File: config.mk
export PLATFORM = sky130hd
export DESIGN_NAME = dmem_arbiter
export DESIGN_NICKNAME = d
export VERILOG_FILES = /design/src/rtl/dmem_arb_pkg.sv /design/src/rtl/dmem_arbiter.sv
export SDC_FILE = /design/constraint.sdc
export NUM_CORES = 1
export LEC_CHECK = 0
export CAP_MARGIN = 10
export CORE_AREA = 2 2 96 98
export CTS_CLUSTER_DIAMETER = 150
export DETAILED_ROUTE_END_ITERATION = 6
export DIE_AREA = 0 0 98 100
export PLACE_DENSITY = 0.76
export SYNTH_ARGS = -nofsm -noshare
export SYNTH_HDL_FRONTEND = slang
export SYNTH_SLANG_ARGS = --single-unit
File: constraint.sdc
create_clock -name clk -period 2.3 [get_ports clk]
set_input_delay 0.23 -clock clk [delete_from_list [all_inputs] [get_ports clk]]
set_output_delay 0.23 -clock clk [all_outputs]
set_load 0.1 [all_outputs]
File: src/rtl/dmem_arb_pkg.sv
// Shared types and constants for the data-memory arbiter.
// Holds the arbitration state encoding and RAM geometry.
package dmem_arb_pkg;

   localparam int RAM_AW = 6;
   localparam int DATA_W = 32;

   typedef enum logic {
      ARB   = 1'b0,
      BURST = 1'b1
   } arb_state_e;

endpackage

File: src/rtl/dmem_arbiter.sv
// Data-memory arbiter between the MEM stage and a debug/loader port.
// Debug wins after MAX_WAIT denied cycles or while it holds a burst.
module dmem_arbiter
   import dmem_arb_pkg::*;
#(
   parameter int unsigned MAX_WAIT = 3
) (
   input  logic              clk,
   input  logic              reset,
   input  logic              cpu_req,
   input  logic              cpu_we,
   input  logic [31:0]       cpu_addr,
   input  logic [DATA_W-1:0] cpu_wdata,
   output logic [DATA_W-1:0] cpu_rdata,
   output logic              cpu_stall,
   input  logic              dbg_req,
   input  logic              dbg_we,
   input  logic              dbg_lock,
   input  logic [RAM_AW-1:0] dbg_addr,
   input  logic [DATA_W-1:0] dbg_wdata,
   output logic              dbg_gnt,
   output logic              dbg_rvalid,
   output logic [DATA_W-1:0] dbg_rdata,
   output logic [RAM_AW-1:0] ram_a,
   output logic [DATA_W-1:0] ram_d,
   output logic              ram_we,
   input  logic [DATA_W-1:0] ram_spo
);

   localparam logic [2:0] WAIT_LIM = 3'(MAX_WAIT);

   arb_state_e        state_q;
   arb_state_e        state_d;
   logic [2:0]        wait_cnt_q;
   logic [2:0]        wait_cnt_d;
   logic              dbg_rvalid_q;
   logic              dbg_rvalid_d;
   logic [DATA_W-1:0] dbg_rdata_q;
   logic [DATA_W-1:0] dbg_rdata_d;

   logic              wait_hit;
   logic              dbg_gnt_w;
   logic              cpu_gnt_w;
   logic              unused_addr;

   assign unused_addr = ^{cpu_addr[31:8], cpu_addr[1:0]};
   assign wait_hit    = (wait_cnt_q == WAIT_LIM);

   // Grant decision; nothing is granted while reset is held.
   always_comb begin
      dbg_gnt_w = 1'b0;
      cpu_gnt_w = 1'b0;
      if (!reset) begin
         unique case (state_q)
            ARB: begin
               dbg_gnt_w = dbg_req & (~cpu_req | wait_hit);
               cpu_gnt_w = cpu_req & ~dbg_gnt_w;
            end
            BURST: begin
               dbg_gnt_w = dbg_req;
            end
            default: begin
               dbg_gnt_w = 1'b0;
            end
         endcase
      end
   end

   assign dbg_gnt   = dbg_gnt_w;
   assign cpu_stall = cpu_req & ~cpu_gnt_w & ~reset;
   assign cpu_rdata = ram_spo;

   // RAM port steering; idle cycles park the address on the CPU.
   always_comb begin
      ram_a  = cpu_addr[7:2];
      ram_d  = cpu_wdata;
      ram_we = 1'b0;
      if (dbg_gnt_w) begin
         ram_a  = dbg_addr;
         ram_d  = dbg_wdata;
         ram_we = dbg_we;
      end else if (cpu_gnt_w) begin
         ram_we = cpu_we;
      end
   end

   // Next-state: starvation counter, burst ownership, read response.
   always_comb begin
      wait_cnt_d   = 3'd0;
      state_d      = state_q;
      dbg_rvalid_d = dbg_gnt_w & ~dbg_we;
      dbg_rdata_d  = dbg_rdata_q;
      if (dbg_req && !dbg_gnt_w) begin
         wait_cnt_d = wait_hit ? wait_cnt_q : wait_cnt_q + 3'd1;
      end
      unique case (state_q)
         ARB: begin
            if (dbg_gnt_w && dbg_lock) begin
               state_d = BURST;
            end
         end
         BURST: begin
            if (!dbg_lock) begin
               state_d = ARB;
            end
         end
         default: begin
            state_d = ARB;
         end
      endcase
      if (dbg_rvalid_d) begin
         dbg_rdata_d = ram_spo;
      end
   end

   // State and registered debug response.
   always_ff @(posedge clk or posedge reset) begin
      if (reset) begin
         state_q      <= ARB;
         wait_cnt_q   <= 3'd0;
         dbg_rvalid_q <= 1'b0;
         dbg_rdata_q  <= '0;
      end else begin
         state_q      <= state_d;
         wait_cnt_q   <= wait_cnt_d;
         dbg_rvalid_q <= dbg_rvalid_d;
         dbg_rdata_q  <= dbg_rdata_d;
      end
   end

   assign dbg_rvalid = dbg_rvalid_q;
   assign dbg_rdata  = dbg_rdata_q;

endmodule
==> results of run 1 <==
worst min-delay path by stage:
stage                   from  slack [ns]  cells past startpoint             to
2_1_floorplan       dbg_lock        0.35                      1        state_q
3_3_place_gp   dbg_rdata[14]        0.49                      1  dbg_rdata[14]
3_5_place_dp    dbg_rdata[3]        0.49                      1   dbg_rdata[3]
4_1_cts                reset        0.46                      4  dbg_rdata[18]
5_1_grt             dbg_lock        0.48                      2        state_q
6_report               reset        0.46                      4  dbg_rdata[18]
registers in the layout, indices dropped and copies added (netlist names):
register / flops
dbg_rdata: 32
dbg_rvalid: 1
wait_cnt_q: 3
state_q: 1
stage by stage:
| step | instances | setup TNS (ns) | area (µm²) | setup WS (ns) | power, mW |
|---|---|---|---|---|---|
| 6_report | 491 | -0.0989 | 4950 | -0.0204 | 4.25 |
| 5_1_grt | 491 | -2.83 | 4950 | -0.108 | 4.39 |
| 4_1_cts | 491 | -0.0282 | 4940 | -0.00847 | 4.29 |
| 3_5_place_dp | 470 | -12.08 | 4670 | -0.333 | 3.67 |
| 3_3_place_gp | 470 | -9.81 | 4670 | -0.270 | 3.65 |
| 2_1_floorplan | 169 | 0 | 2320 | 0.000383 | 2.90 |
worst max-delay path: cells and delay by family, from the launching register on:
family / cells / cell delay (ns)
buf+inv: 3 / 0.48
flops: 1 / 0.39
fa+ha+maj: 2 / 0.39
mux: 1 / 0.30
simple gates: 2 / 0.26
cell usage in the layout (no fill, tap or decap), types with 2 or more instances in the layout:
cell             synthesis  routed
dfrtp_1                 37      37
clkdlybuf4s50_1          0     114
mux2_4                  29      32
inv_1                    2       2
buf_6                    8       8
buf_12                   0      42
clkbuf_8                 0       5
buf_4                   32      76
nor2_1                   4       4
mux2_2                  41      38
a21oi_1                  3       2
nor2_4                   0       4
metal layers:
layer / wire length, µm / part of all wire, % / vias up / track usage [%]
met5: 0 / 0 / - / 0
li1: - / - / 984 / -
met1: 3230 / 40 / 977 / 19.8
met4: 38 / 0.47 / 0 / 2.35
met3: 492 / 6.1 / 4 / 3.97
met2: 4310 / 53 / 89 / 27.6
layout make-up:
cell class | count | area [µm²] | share of cell area [%]
inverter | 2 | 7.51 | 0.152
timing repair buffer | 240 | 2640 | 53.3
sequential | 37 | 926 | 18.7
clock buffer | 5 | 68.8 | 1.39
clock inverter | 3 | 46.3 | 0.934
multi-input combinational | 93 | 1120 | 22.7
tap | 111 | 139 | 2.80
timing repair:
item                       CTS  global route
setup endpoints to repair   39            38
gates cloned                 3             0
setup buffers               10             0
resized for setup           13             4
pin swaps                    7             1
kinds of logic after synthesis:
| kind of cell | count (synthesis) |
|---|---|
| DFF | 37 |
| and+or+nand+nor | 11 |
| muxes | 71 |
| AOI/OAI and AO/OA | 5 |
| adders and majority gates | 2 |
| buffers and inverters | 42 |
| xor gates and xnor gates | 1 |
power by group through the flow:
| stage | sequential, mW | clock, mW | combinational, mW |
|---|---|---|---|
| after floorplan | 1.91 | 0 | 0.998 |
| after global placement | 0.887 | 0 | 2.76 |
| after detailed placement | 0.889 | 0 | 2.78 |
| after CTS | 0.884 | 0.585 | 2.82 |
| after global routing | 0.904 | 0.617 | 2.87 |
| final | 0.882 | 0.558 | 2.81 |
==> flow_metrics.py, run 1 <==
metrics = {
    "outcome": {
        "status": "finished with violations",
        "violations": "negative setup slack",
    },
    "clock_network": {
        "root_buffer": "clkbuf_8",
        "htree_levels": 2,
        "cts_hold_buf": 0,
        "numClockSinks": 37,
        "cts_buffer_depth": 2,
        "clk_pin_slew_ns": 0.08,
        "tritoncts": "yes",
        "cts_buffers": 5,
        "insertion_delay_ns": 0.28,
    },
    "floorplan": {
        "die_w_um": 98,
        "die_h_um": 100,
        "die-area_um2": 9800,
        "start_util_pct": 26.0,
        "rows": 35,
        "coreArea_um2": 8890,
        "ioPinCount": 247,
    },
    "power": {
        "p_per_area_nw_per_um2": 858,
        "swShare_pct": 53.5,
        "p_seq_share_pct": 20.7,
        "p_int_mw": 1.98,
        "pwr-share-clk_pct": 13.1,
        "power.switching_mw": 2.27,
        "irDropWorstVdd_uv": 617,
        "power.share.combinational_pct": 66.1,
        "p_leak_nw": 2.19,
    },
    "logic_synthesis": {
        "synth_top_cells_by_area": "dfrtp_1, mux2_2, mux2_4, buf_4, buf_6",
        "synthArstFlopShare_pct": 100,
        "synth_warnings": 0,
        "syn_nets": 312,
        "synth-edff-count": 0,
        "synth-compound-area-share_pct": 1.19,
        "synthMuxAreaShare_pct": 39.2,
        "post-synth-top-area-fraction_pct": 40.0,
        "syn_inst": 169,
        "synthAdderAreaFrac_pct": 1.08,
        "synth_largest_area_cell": "dfrtp_1",
        "ys_seq_elements": 37,
        "ys.flop_type": "dfrtp_1",
        "synth_top_family_by_area": "multiplexers",
        "netlist_area_um2": 2310,
        "synthSimpleGateAreaFrac_pct": 3.57,
        "synth-seq-area-share_pct": 40.0,
        "avgSynthCellArea_um2": 13.7,
        "synth_xor_area_share_pct": 0.378,
        "synth.most_common_cell": "mux2_2",
        "ys_types": 20,
        "synth.cells.most_frequent": "mux2_2, dfrtp_1, buf_4",
    },
    "sta": {
        "rsz0062_at_grt": "true",
        "hold_viol": 0,
        "final.min_clock_period_ns": 2.32,
        "period_share_pct": 101,
        "skew_ns": 0.00652,
        "relSlewSlack_pct": 66.2,
        "fin_hold_ws_ns": 0.458,
        "setup_slack_ns": -0.0204,
        "setup_violations": 14,
        "fmax_mhz": 431,
        "worst_pin_slew_ns": 0.506,
        "slew_violations": 0,
    },
    "global_routing": {
        "grt-ovfl-total": 0,
        "first_global_vias": 2228,
        "grt_start_max_net_pins": 21,
        "grt_usage_pct": 15.6,
        "grt_pass1_wl_mm": 12.1,
        "antenna_found_initial": 0,
    },
    "route": {
        "postRouteAntennaNets": 0,
        "firstDrtPassIters": 4,
        "drc": 0,
        "routed_wl_mm": 8.07,
        "drtIter0Drc": 34,
        "vias": 2054,
        "via_per_inst": 4.18,
        "routedWlPerCell_um": 16.4,
    },
    "final_layout": {
        "area_growth_pct": 114,
        "fin_util_pct": 55.7,
        "drive_gt1_share_pct": 56.3,
        "antennaDiodeCount": 0,
        "fin_nets": 522,
        "nFillCells": 760,
    },
    "worst_setup_path": {
        "ff2ff_setup_slack_ns": 0.23,
        "startpoint": "wait_cnt_q[1]",
        "arrival_ns": 2.09,
        "r2r_start": "wait_cnt_q[0]",
        "critPathMaxFanout": 5,
        "crit_path_max_incr_delay_ns": 0.39,
        "endpoint_kind": "output port",
        "reg2reg_to": "dbg_rdata[21]",
        "required_ns": 2.07,
        "setup.worst_path.start_class": "register",
        "crit_end": "ram_d[14]",
        "worstSetupPathType": "reg -> out",
        "crit_top_cell": "buf_6",
        "reg2regPathDepth": 8,
        "cp_cell_sequence": "ha_2 -> ha_4 -> nor3b_4 -> buf_6 -> nor2_4 -> buf_6 -> mux2_2 -> buf_12",
        "critPathSlowestCell": "dfrtp_1",
    },
    "placement": {
        "hpwl_mm": 6.25,
        "port_buffers": 220,
        "gp_congestion": 0.748,
    },
    "job": {
        "maxCapViolations": 0,
    },
    "min_path": {
        "hp-class": "in -> async",
    },
}
Note: power is estimated with default switching activity, not from simulation.
==> run 2, diff against run 1 <==
- CAP_MARGIN: 10 -> unset
- CORE_AREA: 2 2 96 98 -> unset
- CORE_MARGIN: unset -> 5
- CORE_UTILIZATION: unset -> 29
- DIE_AREA: 0 0 98 100 -> unset
- PLACE_DENSITY: 0.76 -> 0.82
==> run 2 against run 1 <==
Compared with the run above: the run still ends with negative setup slack left; cell area shrank 0.81%; via count grew 1.3%; critical path depth stayed put; first-iteration DRC count shrank 21%; critical endpoint is now ram_d[22]; global-route usage rose by 2.1 points.
==> flow_metrics.py, run 2 (synthesis gave the netlist of run 1 again) <==
metrics = {
    "outcome": {
        "status": "finished with violations",
        "violations": "negative setup slack",
    },
    "route": {
        "routed_wl_mm": 9.16,
        "via_per_inst": 4.34,
        "firstDrtPassIters": 2,
        "routedWlPerCell_um": 19.1,
        "drtIter0Drc": 27,
        "postRouteAntennaNets": 0,
        "drc": 0,
        "vias": 2081,
    },
    "floorplan": {
        "rows": 32,
        "ioPinCount": 247,
        "die-area_um2": 9870,
        "die_h_um": 99.3,
        "coreArea_um2": 7770,
        "start_util_pct": 29.8,
        "die_w_um": 99.3,
    },
    "min_path": {
        "min_to": "state_q",
        "hold_start": "dbg_lock",
        "hold_path_depth": 2,
        "hp-class": "in -> reg",
    },
    "worst_setup_path": {
        "ff2ff_setup_slack_ns": 0.29,
        "crit_path_max_incr_delay_ns": 0.39,
        "setup.worst_path.start_class": "register",
        "arrival_ns": 2.10,
        "endpoint_kind": "output port",
        "worstSetupPathType": "reg -> out",
        "r2r_start": "wait_cnt_q[1]",
        "crit_top_cell": "buf_12",
        "required_ns": 2.07,
        "reg2reg_to": "dbg_rdata[13]",
        "cp_cell_sequence": "ha_2 -> ha_4 -> nor3b_4 -> buf_12 -> nor2_4 -> buf_6 -> mux2_4 -> buf_12",
        "critPathSlowestCell": "dfrtp_1",
        "critPathMaxFanout": 7,
        "reg2regPathDepth": 8,
    },
    "clock_network": {
        "tritoncts": "yes",
        "cts_buffer_depth": 2,
        "insertion_delay_ns": 0.28,
        "root_buffer": "clkbuf_8",
        "htree_levels": 2,
        "cts_buffers": 5,
        "numClockSinks": 37,
        "clk_pin_slew_ns": 0.07,
    },
    "global_routing": {
        "grt_usage_pct": 17.7,
        "grt_use_met1_pct": 20.1,
        "first_global_vias": 2397,
        "grt-busiest-layer": "met2",
        "grt-ovfl-total": 0,
        "met3_usage_pct": 4.49,
        "antenna_found_initial": 0,
        "grt_pass1_wl_mm": 13.6,
        "use_met2_pct": 33.3,
        "grt_start_max_net_pins": 34,
    },
    "power": {
        "p_leak_nw": 2.17,
        "pwr-share-clk_pct": 10.6,
        "irDropWorstVdd_uv": 604,
        "p_int_mw": 1.86,
        "p_seq_share_pct": 21.3,
        "p_per_area_nw_per_um2": 844,
        "power.switching_mw": 2.29,
        "swShare_pct": 55.1,
        "power.share.combinational_pct": 68.2,
    },
    "sta": {
        "slew_violations": 0,
        "skew_ns": 0.00726,
        "fin_hold_ws_ns": 0.478,
        "worst_pin_slew_ns": 0.596,
        "setup_violations": 23,
        "setup_slack_ns": -0.0296,
        "hold_viol": 0,
        "fmax_mhz": 429,
        "relSlewSlack_pct": 60.3,
        "period_share_pct": 101,
        "rsz0062_at_grt": "true",
        "final.min_clock_period_ns": 2.33,
    },
    "final_layout": {
        "antennaDiodeCount": 0,
        "largest_register_ffs": 32,
        "fin_cells": 480,
        "area_growth_pct": 112,
        "final_common_cell": "clkdlybuf4s50_1",
        "final_cell_mix": "clkdlybuf4s50_1, buf_4, buf_12",
        "nFillCells": 595,
        "drive_gt1_share_pct": 56.6,
        "fin_nets": 520,
        "final_cell_area_um2": 4910,
    },
    "placement": {
        "dpl.cell_count": 459,
        "dp_slack_ns": -0.312,
        "hpwl_mm": 7.26,
        "gp_congestion": 0.755,
        "post_dp_cell_area_um2": 4660,
        "port_buffers": 220,
    },
    "job": {
        "maxCapViolations": 0,
    },
}
[run 2: per-stage QoR]
stage | TNS [ns] | utilization (%) | power (mW)
floorplan | 0 | - | 2.90
global placement | -9.94 | 60.0 | 3.66
detailed placement | -11.11 | 60.0 | 3.69
CTS | -0.452 | 62.9 | 4.18
global route | -2.15 | 63.3 | 4.28
finish | -0.425 | 63.3 | 4.15
[run 2: repair_timing]
| item | CTS | global route |
|---|---|---|
| gates cloned | 4 | 1 |
| setup buffers | 8 | 1 |
| endpoints found under the setup margin | 39 | 34 |
| gates resized for setup | 10 | 2 |
| pin swaps | 7 | 2 |
| hold buffers | 0 | 0 |
[run 2: worst max path at each step]
stage                        startpoint        end  cells after the start
after floorplan           wait_cnt_q[0]  ram_d[22]                      7
after global placement          cpu_req  ram_d[29]                      5
after detailed placement          reset  ram_d[31]                      5
after CTS                 wait_cnt_q[1]  ram_d[22]                      8
after global routing      wait_cnt_q[0]  ram_d[27]                      7
final                     wait_cnt_q[1]  ram_d[22]                      8
[run 2: metal layers]
metal  wire length [µm]  up-vias
li1                   -      983
met1               3390     1001
met2               5110       87
met3                534       10
met4                117        0
met5                  0        -
[run 2: power groups by stage]
| stage | combinational, mW | clock (mW) | sequential (mW) |
|---|---|---|---|
| 3_3_place_gp | 2.77 | 0 | 0.886 |
| 6_report | 2.83 | 0.438 | 0.882 |
| 4_1_cts | 2.84 | 0.461 | 0.884 |
| 5_1_grt | 2.89 | 0.483 | 0.904 |
| 3_5_place_dp | 2.80 | 0 | 0.890 |
| 2_1_floorplan | 0.998 | 0 | 1.91 |
[run 2: layout make-up]
type / count / area, µm² / area share, %
Clock inverter: 3 / 17.5 / 0.356
Multi-Input combinational cell: 95 / 1140 / 23.2
Clock buffer: 5 / 68.8 / 1.40
Tap cell: 102 / 128 / 2.60
Sequential cell: 37 / 926 / 18.8
Inverter: 2 / 7.51 / 0.153
Timing Repair Buffer: 236 / 2630 / 53.5
[run 2: critical path, delay by kind of cell, from the launching register on]
family                     cells  cell delay [ns]
adders and majority gates      2             0.38
DFF                            1             0.39
buffers and inverters          3             0.48
muxes                          1             0.31
and+or+nand+nor                2             0.25
